$ cat src/rtl/isa_pkg.sv
// isa_pkg: shared 9-bit ISA definitions (opcodes / ALU command encodings, FSM states, HALT encoding, flag-updating op set)
package isa_pkg;
    // Opcode values double as the ALU command encodings seen by the ALU
    typedef enum logic [2:0] {
        OP_ADD = 3'b000,
        OP_LSL = 3'b001,
        OP_BRF = 3'b010,
        OP_XOR = 3'b011,
        OP_LI  = 3'b100,
        OP_LSR = 3'b101,
        OP_SUB = 3'b110,
        OP_CMP = 3'b111
    } opcode_t;
    typedef enum logic [2:0] {
        S_IDLE,
        S_FETCH,
        S_DECODE,
        S_EXEC,
        S_DONE
    } state_t;
    localparam logic [8:0] HALT_INSTR = 9'b100_111111;
    // One bit per opcode: LSL, SUB and CMP load the flag register
    localparam logic [7:0] FLAG_OPS = 8'b1100_0010;
    function automatic logic is_flag_op(input opcode_t op);
        return FLAG_OPS[op];
    endfunction
endpackage

$ cat src/rtl/isa_ctrl_sequencer_if.sv
// isa_ctrl_sequencer_if: start/status, instruction ROM and ALU/register-file control bundle
//   master (sequencer): drives instr_addr, alu_cmd, ra_sel, rb_sel, rf_we, rf_wsel, wdata_sel, imm, busy, done
//   slave (environment): drives start, instr_data, alu_flag
interface isa_ctrl_sequencer_if #(parameter int PC_W = 8, parameter int DATA_W = 9);
    logic              start;
    logic [PC_W-1:0]   instr_addr;
    logic [DATA_W-1:0] instr_data;
    logic [2:0]        alu_cmd;
    logic [2:0]        ra_sel;
    logic [2:0]        rb_sel;
    logic              rf_we;
    logic [2:0]        rf_wsel;
    logic              wdata_sel;
    logic [DATA_W-1:0] imm;
    logic              alu_flag;
    logic              busy;
    logic              done;
    modport master (
        input  start, instr_data, alu_flag,
        output instr_addr, alu_cmd, ra_sel, rb_sel, rf_we, rf_wsel, wdata_sel, imm, busy, done
    );
    modport slave (
        output start, instr_data, alu_flag,
        input  instr_addr, alu_cmd, ra_sel, rb_sel, rf_we, rf_wsel, wdata_sel, imm, busy, done
    );
endinterface

$ cat src/rtl/isa_ctrl_sequencer_decode.sv
// isa_decode: combinational instruction decode, IR -> datapath controls plus branch/halt/flag-update hints
//   in : ir[8:0]
//   out: alu_cmd, ra_sel, rb_sel, rf_we, rf_wsel, wdata_sel, imm, is_brf, is_halt, flag_upd
module isa_decode
    import isa_pkg::*;
(
    input  logic [8:0] ir,
    output logic [2:0] alu_cmd,
    output logic [2:0] ra_sel,
    output logic [2:0] rb_sel,
    output logic       rf_we,
    output logic [2:0] rf_wsel,
    output logic       wdata_sel,
    output logic [8:0] imm,
    output logic       is_brf,
    output logic       is_halt,
    output logic       flag_upd
);
    opcode_t op;
    logic    is_alu;
    logic    is_li;
    assign op        = opcode_t'(ir[8:6]);
    assign is_halt   = ir == HALT_INSTR;
    assign is_brf    = op == OP_BRF;
    assign is_li     = op == OP_LI && !is_halt;
    assign is_alu    = op != OP_BRF && op != OP_LI;
    assign alu_cmd   = is_alu ? op : 3'b000;
    assign ra_sel    = is_alu ? ir[5:3] : 3'd0;
    assign rb_sel    = is_alu ? ir[2:0] : 3'd0;
    // LI always targets r0, so only ALU ops carry a write index
    assign rf_wsel   = is_alu ? ir[5:3] : 3'd0;
    assign rf_we     = (is_alu && op != OP_CMP) || is_li;
    assign wdata_sel = is_li;
    assign imm       = is_li ? {3'b000, ir[5:0]} : 9'd0;
    assign flag_upd  = is_flag_op(op);
endmodule

$ cat src/rtl/isa_ctrl_sequencer.sv
// isa_ctrl_sequencer: 3-cycle fetch/decode/exec control unit for the 9-bit ISA
//   clk, rst_n (async, active low); bus (master): ROM address/data, ALU/register-file controls, alu_flag, start/busy/done
module isa_ctrl_sequencer
    import isa_pkg::*;
#(
    parameter int PC_W   = 8,
    parameter int DATA_W = 9
) (
    input logic                  clk,
    input logic                  rst_n,
    isa_ctrl_sequencer_if.master bus
);
    state_t            state, state_n;
    logic [PC_W-1:0]   pc, pc_n;
    logic [DATA_W-1:0] ir;
    logic              flag, flag_n;
    logic              exec;
    logic [2:0]        d_alu_cmd, d_ra_sel, d_rb_sel, d_rf_wsel;
    logic              d_rf_we, d_wdata_sel, is_brf, is_halt, flag_upd;
    logic [8:0]        d_imm;

    isa_decode u_decode (
        .ir        (ir),
        .alu_cmd   (d_alu_cmd),
        .ra_sel    (d_ra_sel),
        .rb_sel    (d_rb_sel),
        .rf_we     (d_rf_we),
        .rf_wsel   (d_rf_wsel),
        .wdata_sel (d_wdata_sel),
        .imm       (d_imm),
        .is_brf    (is_brf),
        .is_halt   (is_halt),
        .flag_upd  (flag_upd)
    );

    always_ff @(posedge clk or negedge rst_n) begin
        if (!rst_n) begin
            state <= S_IDLE;
            pc    <= '0;
            ir    <= '0;
            flag  <= 1'b0;
        end else begin
            state <= state_n;
            pc    <= pc_n;
            flag  <= flag_n;
            if (state == S_DECODE) ir <= bus.instr_data;
        end
    end

    always_comb begin
        state_n = state;
        pc_n    = pc;
        flag_n  = flag;
        case (state)
            S_IDLE: if (bus.start) begin
                state_n = S_FETCH;
                pc_n    = '0;
            end
            S_FETCH:  state_n = S_DECODE;
            S_DECODE: state_n = S_EXEC;
            S_EXEC: begin
                state_n = is_halt ? S_DONE : S_FETCH;
                // BRF tests the flag as it stood before this EXEC
                pc_n    = is_halt ? pc : (is_brf && flag) ? pc + PC_W'($signed(ir[5:0])) : pc + PC_W'(1);
                flag_n  = flag_upd ? bus.alu_flag : flag;
            end
            S_DONE: if (bus.start) begin
                state_n = S_FETCH;
                pc_n    = '0;
                flag_n  = 1'b0;
            end
            default: state_n = S_IDLE;
        endcase
    end

    assign exec          = state == S_EXEC;
    assign bus.instr_addr = pc;
    assign bus.alu_cmd   = exec ? d_alu_cmd : 3'b000;
    assign bus.ra_sel    = exec ? d_ra_sel : 3'd0;
    assign bus.rb_sel    = exec ? d_rb_sel : 3'd0;
    assign bus.rf_we     = exec && d_rf_we;
    assign bus.rf_wsel   = exec ? d_rf_wsel : 3'd0;
    assign bus.wdata_sel = exec && d_wdata_sel;
    assign bus.imm       = exec ? DATA_W'(d_imm) : '0;
    assign bus.busy      = state == S_FETCH || state == S_DECODE || state == S_EXEC;
    assign bus.done      = state == S_DONE;
endmodule

$ cat src/flat_wrapper.sv
// flat-port wrapper written by rule: the top's interface ports become plain ports
module isa_ctrl_sequencer_flat import isa_pkg::*;
#(
    parameter int PC_W   = 8,
    parameter int DATA_W = 9
)
  (clk, rst_n, bus_start, bus_instr_data, bus_alu_flag, bus_instr_addr, bus_alu_cmd, bus_ra_sel, bus_rb_sel, bus_rf_we, bus_rf_wsel, bus_wdata_sel, bus_imm, bus_busy, bus_done);
  isa_ctrl_sequencer_if #(.PC_W(PC_W), .DATA_W(DATA_W)) bus_i ();
  input logic clk;
  input logic rst_n;
  input wire logic [$bits(bus_i.start)-1:0] bus_start;
  input wire logic [$bits(bus_i.instr_data)-1:0] bus_instr_data;
  input wire logic [$bits(bus_i.alu_flag)-1:0] bus_alu_flag;
  output wire logic [$bits(bus_i.instr_addr)-1:0] bus_instr_addr;
  output wire logic [$bits(bus_i.alu_cmd)-1:0] bus_alu_cmd;
  output wire logic [$bits(bus_i.ra_sel)-1:0] bus_ra_sel;
  output wire logic [$bits(bus_i.rb_sel)-1:0] bus_rb_sel;
  output wire logic [$bits(bus_i.rf_we)-1:0] bus_rf_we;
  output wire logic [$bits(bus_i.rf_wsel)-1:0] bus_rf_wsel;
  output wire logic [$bits(bus_i.wdata_sel)-1:0] bus_wdata_sel;
  output wire logic [$bits(bus_i.imm)-1:0] bus_imm;
  output wire logic [$bits(bus_i.busy)-1:0] bus_busy;
  output wire logic [$bits(bus_i.done)-1:0] bus_done;
  assign bus_i.start = bus_start;
  assign bus_i.instr_data = bus_instr_data;
  assign bus_i.alu_flag = bus_alu_flag;
  assign bus_instr_addr = bus_i.instr_addr;
  assign bus_alu_cmd = bus_i.alu_cmd;
  assign bus_ra_sel = bus_i.ra_sel;
  assign bus_rb_sel = bus_i.rb_sel;
  assign bus_rf_we = bus_i.rf_we;
  assign bus_rf_wsel = bus_i.rf_wsel;
  assign bus_wdata_sel = bus_i.wdata_sel;
  assign bus_imm = bus_i.imm;
  assign bus_busy = bus_i.busy;
  assign bus_done = bus_i.done;
  isa_ctrl_sequencer #(.PC_W(PC_W), .DATA_W(DATA_W)) u_core (.clk(clk), .rst_n(rst_n), .bus(bus_i));
endmodule
$ cat config.mk
export PLATFORM = sky130hd
export DESIGN_NAME = isa_ctrl_sequencer_flat
export DESIGN_NICKNAME = d
export VERILOG_FILES = /design/src/rtl/isa_pkg.sv /design/src/rtl/isa_ctrl_sequencer_if.sv /design/src/rtl/isa_ctrl_sequencer_decode.sv /design/src/rtl/isa_ctrl_sequencer.sv /design/src/flat_wrapper.sv
export SDC_FILE = /design/constraint.sdc
export NUM_CORES = 1
export LEC_CHECK = 0
export BUFFER_PORTS_ARGS = -buffer_cell sky130_fd_sc_hd__buf_2
export CAP_MARGIN = 15
export CORE_AREA = 2 2 69 55
export DETAILED_ROUTE_END_ITERATION = 6
export DIE_AREA = 0 0 71 57
export PLACE_DENSITY = 0.77
export SYNTH_ARGS = -nofsm -noshare
export SYNTH_HDL_FRONTEND = slang
export SYNTH_HIERARCHICAL = 1
export SYNTH_SLANG_ARGS = --single-unit
export TNS_END_PERCENT = 1
$ cat constraint.sdc
create_clock -name clk -period 3.45 [get_ports clk]
set_input_delay 0.5175 -clock clk [delete_from_list [all_inputs] [get_ports clk]]
set_output_delay 0.5175 -clock clk [all_outputs]
set_load 0.1 [all_outputs]
Yosys cells after proc, flatten, opt, wreduce, memory -nomap -nowiden
Memory sizes are Yosys's and may differ from the RTL's.
Cells that the tools add are included.
{ "totals": {"register_bits": 21, "rom_bits": 8, "output_inout_bits": 33, "word_cells": 57, "mem_count": 1} }
{ "op_classes": {"addsub": 2, "magnitude_cmp": 1, "eq_ne": 14, "n_mux": 19, "n_reduce_logical": 16} }
{ "mem_list": {"columns": ["memory", "depth", "word_bits", "rd", "rd_clocked_by_memory_dff", "write_ports", "line_no", "rtl"], "rows": [
  ["(name not given)", 8, 1, 1, 0, 0, "isa_pkg.sv:25", "return FLAG_OPS[op];"]
]} }
{ "op_table": {"columns": ["operator", "n"], "rows": [
  ["2-to-1 mux 3 bit", 8],
  ["2-to-1 mux 8 bit", 3],
  ["one-hot mux 8 bit (2 select lines)", 1],
  ["2-to-1 mux 6 bit", 2],
  ["one-hot mux 3 bit (4 select lines)", 1],
  ["equality test 3 x 2 -> 1 bit (second input constant)", 3],
  ["equality test 9 bit (second input constant)", 1],
  ["adder 8 x 1 -> 8 bit (second input constant)", 1],
  ["adder 8 bit", 1],
  ["equality test 3 bit (second input constant)", 2],
  ["logical AND 1 bit", 6],
  ["!= test 2 bit (second input constant)", 3],
  ["!= test 3 bit (second input constant)", 2],
  ["AND reduction 3 bit", 2],
  ["< comparator 3 x 4 -> 1 bit (second input constant)", 1],
  ["nonzero test 2 bit", 2],
  ["equality test 3 x 1 -> 1 bit (second input constant)", 1],
  ["logical NOT 3 bit", 1],
  ["logical OR 1 bit", 3],
  ["2-to-1 mux 1 bit", 3],
  ["!= test 3 x 2 -> 1 bit (second input constant)", 1],
  ["!= test 2 x 1 -> 1 bit (second input constant)", 1],
  ["one-hot mux 1 bit (2 select lines)", 1],
  ["OR reduction 2 bit", 1],
  ["logical NOT 1 bit", 1]
]} }

Longest topological paths before layout
Gate-level depths: netlist (run 1).
{ "logic_depth": {"ltp_word": 5, "ltp_mapped": 10, "ltp_nobuf": 10} }

By module
Netlist (run 1), hierarchy kept.
{ "by_module_without_submodules": {"columns": ["module", "n_inst", "cells_each", "area_per_inst_um2"], "rows": [
  ["isa_ctrl_sequencer", 1, 137, 1391.3],
  ["isa_decode", 1, 46, 291.5]
]} }

Least setup slack after synthesis (run 1)
OpenSTA, ideal clock, no wires.
{ "synth_timing": {"path_type": "flip-flop to flip-flop", "start": "register u_core.pc[0], in the netlist u_core/bus.instr_addr[0]", "end": "register u_core.pc[6], in the netlist u_core/bus.instr_addr[6]", "setup_ps": 71, "t_arrival_ps": 2437, "t_required_ps": 3379, "path_slack_ps": 941, "path_stages_with_launch": 8, "n_path_buf": 0, "synth_period_minus_slack_ps": 2509, "path_cell_list": "dfrtp_1 -> ha_1 -> fa_1 -> a21o_1 -> a21o_1 -> a21oi_1 -> or4b_2 -> nand3_1"} }
{ "synth_via": {"elab_chain_len": 4, "word_cells_on_any_way": 5, "classes_between": "2 x add/sub; 3 x mux"} }
{ "synth_rtl": {"columns": ["element", "line_no", "rtl"], "rows": [
  ["from (decl)", "isa_ctrl_sequencer.sv:14", "logic [PC_W-1:0] pc, pc_n;"],
  ["from (signal assigned)", "isa_ctrl_sequencer.sv:44", "pc <= pc_n;"],
  ["adder 8 x 1 -> 8 bit / adder 8 bit (equally long branches)", "isa_ctrl_sequencer.sv:64", "pc_n = is_halt ? pc : (is_brf && flag) ? pc + PC_W'($signed(ir[5:0])) : pc + PC_W'(1);"],
  ["2-to-1 mux 8 bit (*) (2 in series)", "isa_ctrl_sequencer.sv:64", null],
  ["one-hot mux 8 bit (2 select lines) (*)", "isa_ctrl_sequencer.sv:54", "case (state)"]
]} }
Mark *: on every way between the ends. The rest lies on a longest branch, timed or not. The select of a mux whose other input is x is not followed.
A chain may end at the register's enable or synchronous reset.

Final worst setup path (run 1)
{ "layout_timing": {"start": "register u_core.ir[7]", "end": "register u_core.pc[7], in the netlist u_core/bus.instr_addr[7]"} }
{ "layout_via": {"elab_chain_len": 5, "word_cells_on_any_way": 8, "classes_between": "3 x eq/ne; 3 x mux; 2 x reduce/logical"} }
{ "layout_rtl": {"columns": ["element", "line_no", "rtl"], "rows": [
  ["from (decl)", "isa_ctrl_sequencer.sv:15", "logic [DATA_W-1:0] ir;"],
  ["from (signal assigned)", "isa_ctrl_sequencer.sv:46", "if (state == S_DECODE) ir <= bus.instr_data;"],
  ["equality test 3 x 2 -> 1 bit", "isa_ctrl_sequencer_decode.sv:24", "assign is_brf = op == OP_BRF;"],
  ["via u_core.is_brf", "isa_ctrl_sequencer.sv:19", "logic d_rf_we, d_wdata_sel, is_brf, is_halt, flag_upd;"],
  ["logical AND 1 bit", "isa_ctrl_sequencer.sv:64", null],
  ["2-to-1 mux 8 bit (2 in series)", "isa_ctrl_sequencer.sv:64", null],
  ["one-hot mux 8 bit (2 select lines)", "isa_ctrl_sequencer.sv:54", null]
]} }
The timed path passes the listed nets, and every way through them passes these cells. The select of a mux whose other input is x is not followed.

==> results.tsv, run 1 <==
metric	value	unit
detailed_place_hpwl	2.66	mm
crit_fanout	8	
r2r-end	u_core/bus.instr_addr[7]	
start_util	0.488	
drv_slew	0	
r2r-start	u_core/ir[7]	
synth_ff_type	dfrtp_1	
ys_seq_area_frac	0.312	
cts_tree	done	
dr.pass1.iters	4	
grt_usage	0.183	
syn_area_per_cell	9.20	um2
path_class	reg -> reg	
holdCritPathClass	in -> async	
ys_warn_count	6	
finClkSkew	0.00101	ns
cpPeakStageDelay	0.46	ns
worst-path-stages	9	
finalSetupTns	0	ns
clk_latency	0.26	ns
start_kind	register	
crit_buf_inv	1	
slew_headroom	0.366	
grt_setup_unrepaired	no	
slowest_stage	dfrtp_1	
fp.dieH	57	um
die_w	71	um
worstSetupEndpointType	register	
synth-edff-count	0	
drive_gt1_frac	0.312	
dieArea	4050	um2
setup_violations	0	
post_cts_resized	0	
cp.required	3.60	ns
tightest_slew	0.957	ns
syn_area	1680	um2
fillCellCount	329	
hold_buffers	0	
io_pins	46	
reg2reg_setup_slack	0.66	ns
rows	19	
grt_pass1_wl	5.99	mm
clockRootBuffer	clkbuf_8	
gp_congestion	0.864	
grt_pass1_vias	1319	
drt_iter0_drc	59	
wl_per_cell	13.4	um
finalHoldViolations	0	
postSynth.asyncResetShare	1.00	
cp_top_family	compound AO/OA/AOI/OAI gates	
htreeDepth	1	
synthCells	183	
fin_crit_sh	0.809	
ys_types	52	
crit_start	u_core/ir[7]	
yosys-top-cells-area	dfrtp_1 (31%), and2_1 (7.8%), mux2_2 (6.0%)	
synth_top_cell_area_share	0.312	
fmax	0.358	GHz
syn_to_final_growth	12.7	%
grt_max_degree	27	
port_buffers	42	
cts.sinks	21	
core_area	3450	um2
status	complete, no violations	
grt_remaining_overflow	0	
yosys_register_bits	21	
routed_wl	3.45	mm
cts_made_buffers	3	
drt.antenna.violating_nets	0	
critPathArrivalTime	2.94	ns
antenna_found_initial	0	
cp_cell_sequence	inv_1 > nor3_1 > and3_1 > ha_1 > a211oi_1 > nor3_1 > o311a_1 > a211oi_1 > o21ai_1	
min_period	2.79	ns
clk_pin_slew	0.07	ns
cts_setup_buffers	0	
vias	1409	
diodes	0	
vias_per_cell	5.48	
nets	237	
yosys.area.top_type	dfrtp_1	
drc	0	
drv_cap	0	
cts_buffer_depth	2	
r2r_cells	9	
crit_path_end	u_core/bus.instr_addr[7]	
-- worst min path at each step --
stage                from                        to  slack, ns
finish              rst_n           u_core/state[1]       0.20
global route        rst_n  u_core/bus.instr_addr[4]       0.24
CTS                 rst_n  u_core/bus.instr_addr[4]       0.21
detailed placement  rst_n           u_core/state[1]       0.50
global placement    rst_n  u_core/bus.instr_addr[6]       0.50
floorplan           rst_n  u_core/bus.instr_addr[0]       0.22
-- layout by cell type (no fill, tap or decap), types with 2 or more instances in the layout --
master	n
buf_2	42
and2_1	21
dfrtp_1	21
nand2_1	11
inv_1	9
a21oi_1	9
mux2_2	9
ha_1	7
o21ai_0	6
nor2_1	5
and3_1	5
a211oi_1	4
xor2_1	4
nor3_1	4
clkbuf_8	3
and2_2	3
a21o_1	3
xnor2_1	3
a22o_2	3
a311oi_1	3
conb_1	3
nor3b_1	2
nand3_1	2
o21bai_1	2
or3b_1	2
a21boi_0	2
o211a_1	2
-- synth_stat cells, types with 3 or more instances --
library cell and count:
a21oi_1 9, buf_2 4, and2_1 21, a22o_2 3, inv_1 9, nand2_1 11
xor2_1 4, a21o_1 3, and3_1 5, mux2_2 9, and2_2 3, nor3_1 4
a311oi_1 3, a211oi_1 4, ha_1 7, clkbuf_1 4, o21ai_0 6, dfrtp_1 21
nor2_1 5, xnor2_1 3, buf_4 7
-- registers in the layout (all words and copies together), names as in the netlist --
name                   count
u_core/bus.instr_addr      8
u_core/ir                  9
u_core/flag                1
u_core/state               3
-- per-stage QoR --
stage	hold WS, ns	cell area, um2	instances	setup WS (ns)	util
floorplan	0.222	1690	185	0.941	-
global placement	0.504	1850	253	0.805	0.537
detailed placement	0.502	1850	253	0.712	0.537
CTS	0.214	1900	257	0.702	0.550
global route	0.239	1900	257	0.350	0.550
finish	0.203	1900	257	0.659	0.550
-- worst reg2reg max path: cells and delay by family, from the launching register on --
kind	cells	cell delay [ns]
adders and majority gates	1	0.25
buffers and inverters	1	0.10
AOI/OAI and AO/OA	4	0.99
and+or+nand+nor	3	0.88
DFF	1	0.46
-- final cells by class --
cell class / count / area [um2] / area share
inverter: 9 / 33.8 / 0.0178
sequential: 21 / 526 / 0.277
clock inverter: 1 / 5.00 / 0.00264
tap: 42 / 52.6 / 0.0277
timing repair buffer: 43 / 218 / 0.115
multi-input combinational: 138 / 1020 / 0.538
clock buffer: 3 / 41.3 / 0.0218
-- logic make-up after synthesis --
group           synth area share
buf+inv                   0.0855
compound gates             0.196
flops                      0.312
mux                       0.0602
other cells              0.00223
simple gates               0.244
fa+ha+maj                 0.0639
xor+xnor                  0.0364
-- layer usage --
metal / global-route usage / wire (um)
met2: 0.272 / 1430
met4: 0.0350 / 9
met1: 0.274 / 1840
met3: 0.0459 / 169
met5: 0 / 0
Power of run 1 is not shown: default switching activity piles up to over one toggle a cycle in this logic, so the estimate is an artifact.
==> inputs of run 2 (changes only) <==
- ABC_AREA: not set -> 1
- CORE_AREA: 2 2 69 55 -> 2 2 68 54
- DIE_AREA: 0 0 71 57 -> 0 0 70 56
- PLACE_DENSITY: 0.77 -> 0.78
- clock period: 3.45 -> 2.9 ns (I/O delays scaled with it)
==> run 2 against run 1 <==
Net effect:
- the flow now finishes with violations (slew limit)
- hold slack worse by 0.087 ns
- register-to-register slack got worse by 0.21 ns
- worst setup slack got worse by 0.21 ns
- sequential share of layout area hardly changed
- wire length decreased by 0.58%
- via count grew 9.2%
- design area about the same
- highest routed layer unchanged
==> results.tsv, run 2 <==
metric	value	unit	change
synthCells	250		was 183
syn_area_per_cell	6.57	um2	was 9.20 um2
worstSetupEndpointType	register		unchanged
holdCritPathClass	in -> async		unchanged
cts.sinks	21		unchanged
port_buffers	42		unchanged
largest_reg_flops	9		unchanged
cts_tree	done		unchanged
clk_pin_slew	0.08	ns	was 0.07 ns
slew_headroom	-0.157		was 0.366
fin_crit_sh	0.847		was 0.809
routed_wl	3.43	mm	was 3.45 mm
ys_seq_area_frac	0.320		was 0.312
antenna_found_initial	0		unchanged
synthTopCellsByCount	nor2_1 (56), nand2_1 (54), inv_1 (51)		was and2_1 (21), dfrtp_1 (21), nand2_1 (11)
finalHoldViolations	0		unchanged
stdcell_area	1900	um2	about the same
cpPeakStageDelay	0.42	ns	was 0.46 ns
top_register	u_core/ir		unchanged
syn_area	1640	um2	was 1680 um2
layout_common_cells	nor2_1 (56), nand2_1 (54), inv_1 (51), buf_2 (42), dfrtp_1 (21)		was buf_2 (42), and2_1 (21), dfrtp_1 (21), nand2_1 (11)
grt_setup_unrepaired	no		unchanged
clockRootBuffer	clkbuf_8		unchanged
yosys-top-cells-area	dfrtp_1 (32%), nor2_1 (13%), nand2_1 (12%)		was dfrtp_1 (31%), and2_1 (7.8%), mux2_2 (6.0%)
start_kind	register		unchanged
ys_types	30		was 52
io_pins	46		unchanged
fp.dieH	56	um	was 57 um
grt_remaining_overflow	0		unchanged
clk_latency	0.26	ns	about the same
drc	0		unchanged
vias_per_cell	4.69		was 5.48
grt_max_degree	27		unchanged
cts_setup_buffers	0		unchanged
drv_slew	3		was 0
ys_warn_count	6		unchanged
post-place-ws	0.474	ns	was 0.712 ns
nets	310		was 237
hold_buffers	0		unchanged
htreeDepth	1		unchanged
yosys_register_bits	21		unchanged
start_util	0.514		was 0.488
dr.pass1.iters	4		unchanged
gp_congestion	0.836		was 0.864
drt.antenna.violating_nets	0		unchanged
crit_buf_inv	1		unchanged
cp_top_family	simple AND/OR/NAND/NOR gates		was compound AO/OA/AOI/OAI gates
place_area	1850	um2	about the same
final.setup.worst_slack	0.445	ns	was 0.659 ns
post_cts_resized	0		unchanged
status	finished, violations left		was complete, no violations
finalSetupTns	0	ns	unchanged
slowest_stage	dfrtp_1		unchanged
drive_gt1_frac	0.236		was 0.312
synth_ff_type	dfrtp_1		unchanged
cp.required	3.05	ns	was 3.60 ns
finClkSkew	0.00530	ns	was 0.00101 ns
min_period	2.46	ns	was 2.79 ns
cts_made_buffers	3		unchanged
setup_violations	0		unchanged
whs	0.116	ns	was 0.203 ns
layout_commonest_cell	nor2_1		was buf_2
drv_cap	0		unchanged
cp_cell_sequence	inv_1 > nand2_1 > nor2_1 > nand2_1 > or2_2 > ha_1 > fa_1 > nand3_1 > nand2_1 > nand2_1 > nand3_1 > nand3_1 > nand2_1		was inv_1 > nor3_1 > and3_1 > ha_1 > a211oi_1 > nor3_1 > o311a_1 > a211oi_1 > o21ai_1
yosysMostFrequentCell	nor2_1		
synth-edff-count	0		unchanged
cts_buffer_depth	2		unchanged
detailed_place_hpwl	2.76	mm	was 2.66 mm
drt_iter0_drc	106		was 59
yosys.area.top_type	dfrtp_1		unchanged
timing.critical_path.mode_cell	nand2_1		
path_class	reg -> reg		unchanged
critPathArrivalTime	2.61	ns	was 2.94 ns
vias	1539		was 1409
die_w	70	um	was 71 um
postSynth.asyncResetShare	1.00		unchanged
diodes	0		unchanged
violations	slew limit		
grt_pass1_wl	6.25	mm	was 5.99 mm
synth_top_cell_area_share	0.320		was 0.312
core_area	3200	um2	was 3450 um2
dieArea	3920	um2	was 4050 um2
syn_to_final_growth	15.4	%	was 12.7%
tightest_slew	1.73	ns	was 0.957 ns
grt_usage	0.193		was 0.183
fmax	0.407	GHz	was 0.358 GHz
crit_fanout	6		was 8
grt_pass1_vias	1447		was 1319
wl_per_cell	10.5	um	was 13.4 um
rows	18		was 19
run 2: cell types whose count changed in the layout (fill, tap and decap cells not counted), moves of 5 or more:
cell and change:
mux2_2 -5, and3_1 -5, inv_1 +42, nor2_1 +51, and2_1 -21, nand2_1 +43
inv_2 +5, nand3_1 +8
run 2: worst paths after layout:
path,start,endpoint,slack [ns],depth (start not counted)
setup reg to reg,u_core/ir[8],u_core/bus.instr_addr[6],0.44,13
min in group clk,bus_instr_data[6],u_core/ir[6],0.41,2
hold reg to reg,u_core/bus.instr_addr[5],u_core/bus.instr_addr[5],0.52,2
max in group asynchronous,rst_n,u_core/flag,2.47,1
hold / removal,rst_n,u_core/bus.instr_addr[3],0.12,1
setup / recovery,u_core/ir[8],u_core/bus.instr_addr[6],0.44,13
run 2: through the flow:
| stage | instances | utilization |
|---|---|---|
| CTS | 328 | 0.593 |
| floorplan | 252 | - |
| detailed placement | 324 | 0.578 |
| global placement | 324 | 0.578 |
| finish | 328 | 0.593 |
| global route | 328 | 0.593 |
run 2: kinds of logic after synthesis:
logic type / share of synthesized area
AOI/OAI and AO/OA: 0.0701
muxes: 0.0274
other: 0.00228
adders and majority gates: 0.0655
and+or+nand+nor: 0.344
DFF: 0.320
buffers and inverters: 0.165
xor gates and xnor gates: 0.00533
run 2: metal layers:
layer,GRT usage,part of all wire
met5,0,0
met3,0.0435,0.057
met4,0.00824,0.0023
met2,0.331,0.46
met1,0.262,0.48
run 2: area by class of cell:
class | instances | area, um2
Clock buffer | 3 | 41.3
Clock inverter | 1 | 5.00
Fill cell | 307 | 1300
Inverter | 56 | 210
Multi-Input combinational cell | 165 | 853
Sequential cell | 21 | 526
Tap cell | 40 | 50.0
Timing Repair Buffer | 42 | 210
run 2: worst reg2reg max path, delay by kind of cell, from the launching register on:
family                     cells  cell delay [ns]
DFF                            1             0.42
buffers and inverters          1             0.10
and+or+nand+nor               10             1.18
adders and majority gates      2             0.63
Power of run 2 is left out for the same reason.
